--- src/rtl/snn_pkg.sv ---
// Shared sorter state encoding and default image geometry for the SNN rank-order input path.
package snn_pkg;

    localparam int IMAGE_SIZE_DEFAULT      = 5;
    localparam int PIXEL_MAX_VALUE_DEFAULT = 10;

    typedef enum logic [2:0] {
        IDLE,
        SCAN,
        EMIT,
        WAIT_LO,
        DONE
    } sorter_state_t;

endpackage

--- src/rtl/sorter_pixel_mem.sv ---
// Image store: one saturating write port, asynchronous read mux on the scan index, cleared on reset.
module sorter_pixel_mem
    import snn_pkg::*;
#(
    parameter int IMAGE_SIZE      = IMAGE_SIZE_DEFAULT,
    parameter int IMAGE_SIZE_BITS = $clog2(IMAGE_SIZE),
    parameter int PIXEL_MAX_VALUE = PIXEL_MAX_VALUE_DEFAULT,
    parameter int PIXEL_BITS      = $clog2(PIXEL_MAX_VALUE + 1)
) (
    input  logic                     clk,
    input  logic                     rst,
    input  logic                     we,
    input  logic [IMAGE_SIZE_BITS:0] waddr,
    input  logic [PIXEL_BITS-1:0]    wdata,
    input  logic [IMAGE_SIZE_BITS:0] raddr,
    output logic [PIXEL_BITS-1:0]    rdata
);

    localparam int IW = IMAGE_SIZE_BITS + 1;
    localparam logic [PIXEL_BITS-1:0] PIX_MAX = PIXEL_BITS'(PIXEL_MAX_VALUE);

    logic [PIXEL_BITS-1:0] mem_q [IMAGE_SIZE];
    logic [PIXEL_BITS-1:0] mem_d [IMAGE_SIZE];
    logic [PIXEL_BITS-1:0] wdata_sat;

    // Out-of-range addresses match no entry, so such writes fall away naturally.
    always_comb begin
        wdata_sat = (wdata > PIX_MAX) ? PIX_MAX : wdata;
        for (int i = 0; i < IMAGE_SIZE; i++) begin
            mem_d[i] = mem_q[i];
            if (we && (waddr == IW'(i))) begin
                mem_d[i] = wdata_sat;
            end
        end
    end

    always_ff @(posedge clk or posedge rst) begin
        if (rst) begin
            for (int i = 0; i < IMAGE_SIZE; i++) begin
                mem_q[i] <= '0;
            end
        end else begin
            for (int i = 0; i < IMAGE_SIZE; i++) begin
                mem_q[i] <= mem_d[i];
            end
        end
    end

    always_comb begin
        rdata = '0;
        for (int i = 0; i < IMAGE_SIZE; i++) begin
            if (raddr == IW'(i)) begin
                rdata = mem_q[i];
            end
        end
    end

endmodule

--- src/rtl/pixel_rank_sorter.sv ---
// Emits pixel indices in descending value order, ascending index within a value, paced by the AER encoder.
// Optional build macro SORTER_EMIT_ZERO_EN extends the scan through level 0 so zero pixels are emitted last.
module pixel_rank_sorter
    import snn_pkg::*;
#(
    parameter int IMAGE_SIZE      = IMAGE_SIZE_DEFAULT,
    parameter int IMAGE_SIZE_BITS = $clog2(IMAGE_SIZE),
    parameter int PIXEL_MAX_VALUE = PIXEL_MAX_VALUE_DEFAULT,
    parameter int PIXEL_BITS      = $clog2(PIXEL_MAX_VALUE + 1)
) (
    input  logic                     CLK,
    input  logic                     RST,
    input  logic                     IMG_WE,
    input  logic [IMAGE_SIZE_BITS:0] IMG_ADDR,
    input  logic [PIXEL_BITS-1:0]    IMG_DATA,
    input  logic                     START,
    input  logic                     AERIN_CTRL_BUSY,
    output logic [IMAGE_SIZE_BITS:0] NEXT_INDEX,
    output logic                     FOUND_NEXT_INDEX,
    output logic                     SORT_BUSY,
    output logic                     SORT_DONE
);

    localparam int IW = IMAGE_SIZE_BITS + 1;
    localparam logic [IW-1:0]         IDX_LAST  = IW'(IMAGE_SIZE - 1);
    localparam logic [PIXEL_BITS-1:0] LEVEL_MAX = PIXEL_BITS'(PIXEL_MAX_VALUE);
`ifdef SORTER_EMIT_ZERO_EN
    localparam logic [PIXEL_BITS-1:0] LEVEL_MIN = '0;
`else
    localparam logic [PIXEL_BITS-1:0] LEVEL_MIN = PIXEL_BITS'(1);
`endif

    sorter_state_t         state_q, state_d;
    logic [PIXEL_BITS-1:0] level_q, level_d;
    logic [IW-1:0]         idx_q, idx_d;
    logic [IW-1:0]         next_index_q, next_index_d;
    logic                  found_q, found_d;

    logic [PIXEL_BITS-1:0] pixel_rd;
    logic                  mem_we;
    logic                  idx_wrap;
    logic                  scan_last;
    logic [IW-1:0]         idx_adv;
    logic [PIXEL_BITS-1:0] level_adv;

    assign mem_we = IMG_WE && (state_q == IDLE);

    sorter_pixel_mem #(
        .IMAGE_SIZE      (IMAGE_SIZE),
        .IMAGE_SIZE_BITS (IMAGE_SIZE_BITS),
        .PIXEL_MAX_VALUE (PIXEL_MAX_VALUE),
        .PIXEL_BITS      (PIXEL_BITS)
    ) u_mem (
        .clk   (CLK),
        .rst   (RST),
        .we    (mem_we),
        .waddr (IMG_ADDR),
        .wdata (IMG_DATA),
        .raddr (idx_q),
        .rdata (pixel_rd)
    );

    // Shared index/level advance used both after a miss in SCAN and after a completed handshake.
    always_comb begin
        idx_wrap  = (idx_q == IDX_LAST);
        scan_last = idx_wrap && (level_q == LEVEL_MIN);
        idx_adv   = idx_wrap ? '0 : idx_q + IW'(1);
        level_adv = (idx_wrap && !scan_last) ? level_q - PIXEL_BITS'(1) : level_q;
    end

    always_ff @(posedge CLK or posedge RST) begin
        if (RST) begin
            state_q      <= IDLE;
            level_q      <= '0;
            idx_q        <= '0;
            next_index_q <= '0;
            found_q      <= 1'b0;
        end else begin
            state_q      <= state_d;
            level_q      <= level_d;
            idx_q        <= idx_d;
            next_index_q <= next_index_d;
            found_q      <= found_d;
        end
    end

    always_comb begin
        state_d      = state_q;
        level_d      = level_q;
        idx_d        = idx_q;
        next_index_d = next_index_q;
        found_d      = found_q;
        case (state_q)
            IDLE: begin
                if (START) begin
                    state_d = SCAN;
                    level_d = LEVEL_MAX;
                    idx_d   = '0;
                end
            end
            SCAN: begin
                if (!AERIN_CTRL_BUSY) begin
                    if (pixel_rd == level_q) begin
                        state_d      = EMIT;
                        next_index_d = idx_q;
                        found_d      = 1'b1;
                    end else begin
                        idx_d   = idx_adv;
                        level_d = level_adv;
                        if (scan_last) begin
                            state_d = DONE;
                        end
                    end
                end
            end
            EMIT: begin
                if (AERIN_CTRL_BUSY) begin
                    found_d = 1'b0;
                    state_d = WAIT_LO;
                end
            end
            WAIT_LO: begin
                if (!AERIN_CTRL_BUSY) begin
                    idx_d   = idx_adv;
                    level_d = level_adv;
                    state_d = scan_last ? DONE : SCAN;
                end
            end
            DONE: begin
                state_d = IDLE;
            end
            default: begin
                state_d = IDLE;
            end
        endcase
    end

    always_comb begin
        SORT_BUSY        = (state_q != IDLE);
        SORT_DONE        = (state_q == DONE);
        NEXT_INDEX       = next_index_q;
        FOUND_NEXT_INDEX = found_q;
    end

endmodule
--- config.mk ---
export PLATFORM = sky130hd
export DESIGN_NAME = pixel_rank_sorter
export DESIGN_NICKNAME = d
export VERILOG_FILES = /design/src/rtl/snn_pkg.sv /design/src/rtl/sorter_pixel_mem.sv /design/src/rtl/pixel_rank_sorter.sv
export SDC_FILE = /design/constraint.sdc
export NUM_CORES = 1
export LEC_CHECK = 0
export CAP_MARGIN = 20
export CORE_MARGIN = 2
export CORE_UTILIZATION = 30
export CTS_BUF_LIST = sky130_fd_sc_hd__clkbuf_8
export CTS_CLUSTER_DIAMETER = 120
export DETAILED_ROUTE_END_ITERATION = 7
export PLACE_DENSITY_LB_ADDON = 0.05
export SYNTH_ARGS = -nofsm -noshare
export SYNTH_HDL_FRONTEND = slang
export SYNTH_SLANG_ARGS = --single-unit
--- constraint.sdc ---
create_clock -name CLK -period 7 [get_ports CLK]
set_input_delay 1.75 -clock CLK [delete_from_list [all_inputs] [get_ports CLK]]
set_output_delay 1.75 -clock CLK [all_outputs]
set_load 0.02 [all_outputs]
# Word level (Yosys, flattened, before mapping)
# Index checks and enable logic that the tools add are counted.
# totals
word_cells	84
output_inout_bits	7
reg_bits	36
inputBits	13
# classes
add_sub_neg	2
bitwise_logic	1
order_cmp	1
mux	30
n_eq_ne	21
n_reduce_logical	19
# ops
operator	count
4-bit 2-to-1 mux	16
4-bit case mux with 3 select lines	2
3-bit 2-to-1 mux	7
4-bit by 2-bit equality test with 1-bit output, second input constant	4
4-bit by 1-bit equality test with 1-bit output, second input constant	3
2-bit inequality test, second input constant	6
3-bit case mux with 4 select lines	1
5-bit AND reduction	2
4-bit by 3-bit equality test with 1-bit output, second input constant	2
1-bit logical AND	8
4-bit logical NOT	2
3-bit by 2-bit equality test with 1-bit output, second input constant	2
3-bit nonzero test	2
4-bit by 1-bit adder with 4-bit output, second input constant	1
4-bit equality test	1
4-bit > comparator, second input constant	1
4-bit AND reduction	1
4-bit by 1-bit subtractor with 4-bit output, second input constant	1
3-bit by 1-bit equality test with 1-bit output, second input constant	1
3-bit equality test, second input constant	1
3-bit logical NOT	1
1-bit 2-to-1 mux	3
3-bit inequality test, second input constant	1
3-bit AND reduction	1
4 further kinds	4

# Longest topological paths before layout
# logic_depth
word_depth	10
mapped_depth	10
ltp_nobuf	9

# By module
# From an unflattened synthesis, not the netlist that was laid out.
# hier_totals
cells_unflattened	188
hier_area_um2	2102.0
# by_module_without_submodules
module	seq_area_each_um2	n_inst	area_each_um2	cells_per_inst
pixel_rank_sorter	400.4	1	1068.5	108
sorter_pixel_mem	500.5	1	1033.5	80

# Worst setup path after synthesis
# OpenSTA, ideal clock, no wires.
# synth_path
kind	in2reg
from	input IMG_ADDR[3]
to	register u_mem.mem_q[14] (netlist name)
stages	4
setup_time_ns	0.125
setup_slack_ns	4.192
n_path_buf	0
arrival_time_ns	2.683
required_time_ns	6.875
cell_sequence	nor3b_1 -> nor2b_1 -> nand3b_1 -> mux2_2
# synth_between
elab_chain_len	2
# synth_rtl
item	line_no	text
start, declared	pixel_rank_sorter.sv:14	input logic [IMAGE_SIZE_BITS:0] IMG_ADDR,
4-bit by 1-bit equality test with 1-bit output	sorter_pixel_mem.sv:31	if (we && (waddr == IW'(i))) begin
1-bit logical AND	sorter_pixel_mem.sv:31	
end signal, assigned by index	sorter_pixel_mem.sv:44	mem_q[i] <= mem_d[i];
end, declared	sorter_pixel_mem.sv:22	logic [PIXEL_BITS-1:0] mem_q [IMAGE_SIZE];
# Every way passes these cells.
# A chain may end at the register's enable or synchronous reset.

# Worst setup path in the final report
# layout_path
from	register state_q[2]
to	output SORT_BUSY
# layout_between
elab_chain_len	1
# layout_rtl
item	line_no	text
start, declared	pixel_rank_sorter.sv:33	sorter_state_t state_q, state_d;
start signal, assigned	pixel_rank_sorter.sv:79	state_q <= state_d;
3-bit nonzero test	pixel_rank_sorter.sv:139	SORT_BUSY = (state_q != IDLE);
end, declared	pixel_rank_sorter.sv:20	output logic SORT_BUSY,
# Every way passes these cells.

==> summary.txt <==
status = finished, final reports clean
arrival time worst endpoint = 1.76 ns
first-pass GRT wire length = 8694 um
Post-Place Cells = 303
# rows = 30
leading area contributor after synthesis = dfrtp_1
DP Area = 0.002349 sq mm
io pins = 20
top cell type's share of synthesized area = 43.27%
CP max-delay cell = clkdlybuf4s50_1
Async S/R FF share, synth = 100.0%
post-CTS setup buffer count = 0
crit-path cells = or3_1, clkdlybuf4s50_1
CTS tree = done
Final Slew Violations = 0
Clock Tree Buf Depth = 2
fin worst setup slack = 3.495 ns
Max Cap Viol = 0
Post-DRT Antenna Nets = 0
detailed placement HPWL = 3975 um
P per Cell Area = 277.6 mW/mm^2
YS warnings = 0
sequential cell area = 900.9 sq um
worst reg2reg endpoint = NEXT_INDEX[1]
Synth area leaders = dfrtp_1 43%, mux2_2 5.4%, o21ai_0 4.3%
Worst Hold Depth = 2
fin cells = 310
Avg Inst Size Synth = 10.06 sq um
Setup CP Type = reg -> out
number of synthesized register bits = 36
area grow syn2layout = 16.53%
via density per instance = 5.394
Final Cycle Share = 50.07%
CTS clock-pin slew for the worst setup and hold paths = 0.07 ns
router iterations before antenna repair = 4
Worst Path Required = 5.25 ns
worst-skew pair later-pin latency = 0.29 ns
area occupied by multi-input gates = 0.001120 sq mm
vias in the first global route = 1,734
dpl ws = 3.416 ns
fillers = 696
initial antenna violation count = 0
ys flop type = dfrtp_1
total core area = 0.006756 sq mm
hold wc startpoint = u_mem.mem_q[16]
clk_skew = 0.003305 ns
Post-CTS Resized = 0
routed via count = 1,672
worst hold margin = 0.5019 ns
Startpoint Class = register
ANT cells = 0
final wirelength = 5271 um
mapped cell area = 0.002082 sq mm
post-synthesis net count = 226
# clock sinks = 36
Die ar. = 0.007622 sq mm
largest net degree at the start of global routing = 37
Die W = 87.31 um
initial core utilization = 30.81%
Critical Path End Type = primary output
Peak VDD IR = 0.00008765 V
Design Area, Final = 0.002426 sq mm
GRT Overall Usage = 14.99%
Max H-tree Level = 2
crit path max fanout = 8
post-route setup TNS = 0 ns
Initial DRC Count = 58
Clock Root Buffer = clkbuf_8
Slew @ Worst Pin = 0.7402 ns
wire length per cell = 17.00 um
nets = 249
layout cells sized above 1 = 12.17%
hold buffers post-CTS = 0
HP Class = reg -> reg
DIE HEIGHT = 87.31 um
f_max = 0.2853 GHz
R2R Path Start = idx_q[0]
synth unique cells = 49
number of synthesized flops with an enable pin = 0
minimum clock period = 3.505 ns
P_leak = 1.054 nW
Num CTS Buffers = 5
unrepaired setup endpoints after global routing = false
max incr delay on CP = 0.56 ns
Final Hold Fails = 0
Slew headroom = 50.36%
DRC viols = 0
hold endpoint = u_mem.mem_q[16]
worst reg2reg path depth = 9
Placer Congestion = 0.8223
final setup violation count = 0
PortBufs = 19
sequential element share of the synthesized area = 43.27%
Cells after Synth = 207
global route total overflow = 0
R2R setup slack = 3.84 ns
-- cell usage after synthesis (3+ instances only) --
cell type and n:
and4_1 3, o2bb2ai_1 3, a22o_1 3, dfrtp_1 36, and2_1 3, o21ai_0 18
and3_1 5, a211oi_1 4, or3_1 3, nor2b_1 11, nand3_1 5, nand3b_1 6
mux2_2 10, nor2_1 8, a21oi_1 11, mux2_4 4, ha_1 6, inv_1 8
nand2_1 21, nand2b_1 3
-- final cells by class --
cell class,count,area share (%)
clock inverters,2,0.3610
inverters,8,1.238
repair buffers,20,8.149
flip-flops and latches,36,37.13
clock buffers,5,2.837
multi-input cells,159,46.16
well taps,80,4.126
-- registers in the layout, summed over array words and instances, names as in the netlist --
name / flops
state_q: 3
level_q: 4
NEXT_INDEX: 4
idx_q: 4
u_mem.mem_q: 20
FOUND_NEXT_INDEX: 1
-- how the worst max path moves through the flow --
stage / depth (start not counted) / end / from / slack (ns)
2_1_floorplan: 4 / u_mem.mem_q[14] / IMG_ADDR[3] / 4.19
3_3_place_gp: 5 / idx_q[0] / START / 3.49
3_5_place_dp: 4 / idx_q[0] / AERIN_CTRL_BUSY / 3.42
4_1_cts: 2 / SORT_BUSY / state_q[2] / 3.49
5_1_grt: 2 / SORT_BUSY / state_q[2] / 3.43
6_report: 2 / SORT_BUSY / state_q[2] / 3.49
-- routing by layer --
layer,part of all wire [%],GRT usage [%],vias up
met3,2.9,3.128,6
met1,48,19.19,828
met4,1.4,6.014,0
met2,48,24.59,24
li1,-,-,814
met5,0,0,-
-- placed cells by master, fill, tap and decap left out, drive strengths merged, types with 2 or more instances in the layout --
cell,count
mux2,14
and2,3
clkdlybuf4s50,19
and3,5
nand4,2
o21ai,18
clkbuf,5
inv,9
nor3b,2
and4,3
dfrtp,36
nand3,6
or2,2
or3,3
nand2b,4
nand3b,6
a21oi,11
o211ai,2
ha,6
nor3,2
a211oi,4
nor2b,11
a22o,3
nor2,8
nand2,21
o221ai,2
o2bb2ai,3
-- cell families (layout without fill, tap and decap cells) --
logic type / after synthesis / count (layout) / synth area share [%]
adder cells (fa/ha/maj): 6 / 6 / 3.606
buffers and inverters: 12 / 35 / 2.944
multiplexers: 14 / 14 / 8.293
flip-flops: 36 / 36 / 43.27
AND/OR/NAND/NOR: 82 / 82 / 22.42
AO/OA/AOI/OAI: 57 / 57 / 19.47
-- power by group --
group	switching (mW)	total, mW	internal (mW)	leakage (nW)
clock	0.0729	0.139	0.0662	0.0452
sequential	0.0562	0.301	0.245	0.472
combinational	0.119	0.233	0.114	0.537
-- per-stage QoR --
step	utilization, %	total power [mW]
CTS	35.91	0.6822
global placement	34.76	0.5350
finish	35.91	0.6735
detailed placement	34.76	0.5386
floorplan	-	0.4643
global route	35.91	0.7223
-- critical path, delay by kind of cell, from the launching register on --
| family | cells | cell delay [ns] |
|---|---|---|
| buffers and inverters | 1 | 0.56 |
| DFF | 1 | 0.45 |
| and+or+nand+nor | 1 | 0.45 |
Power figures use the tool's default switching activity.
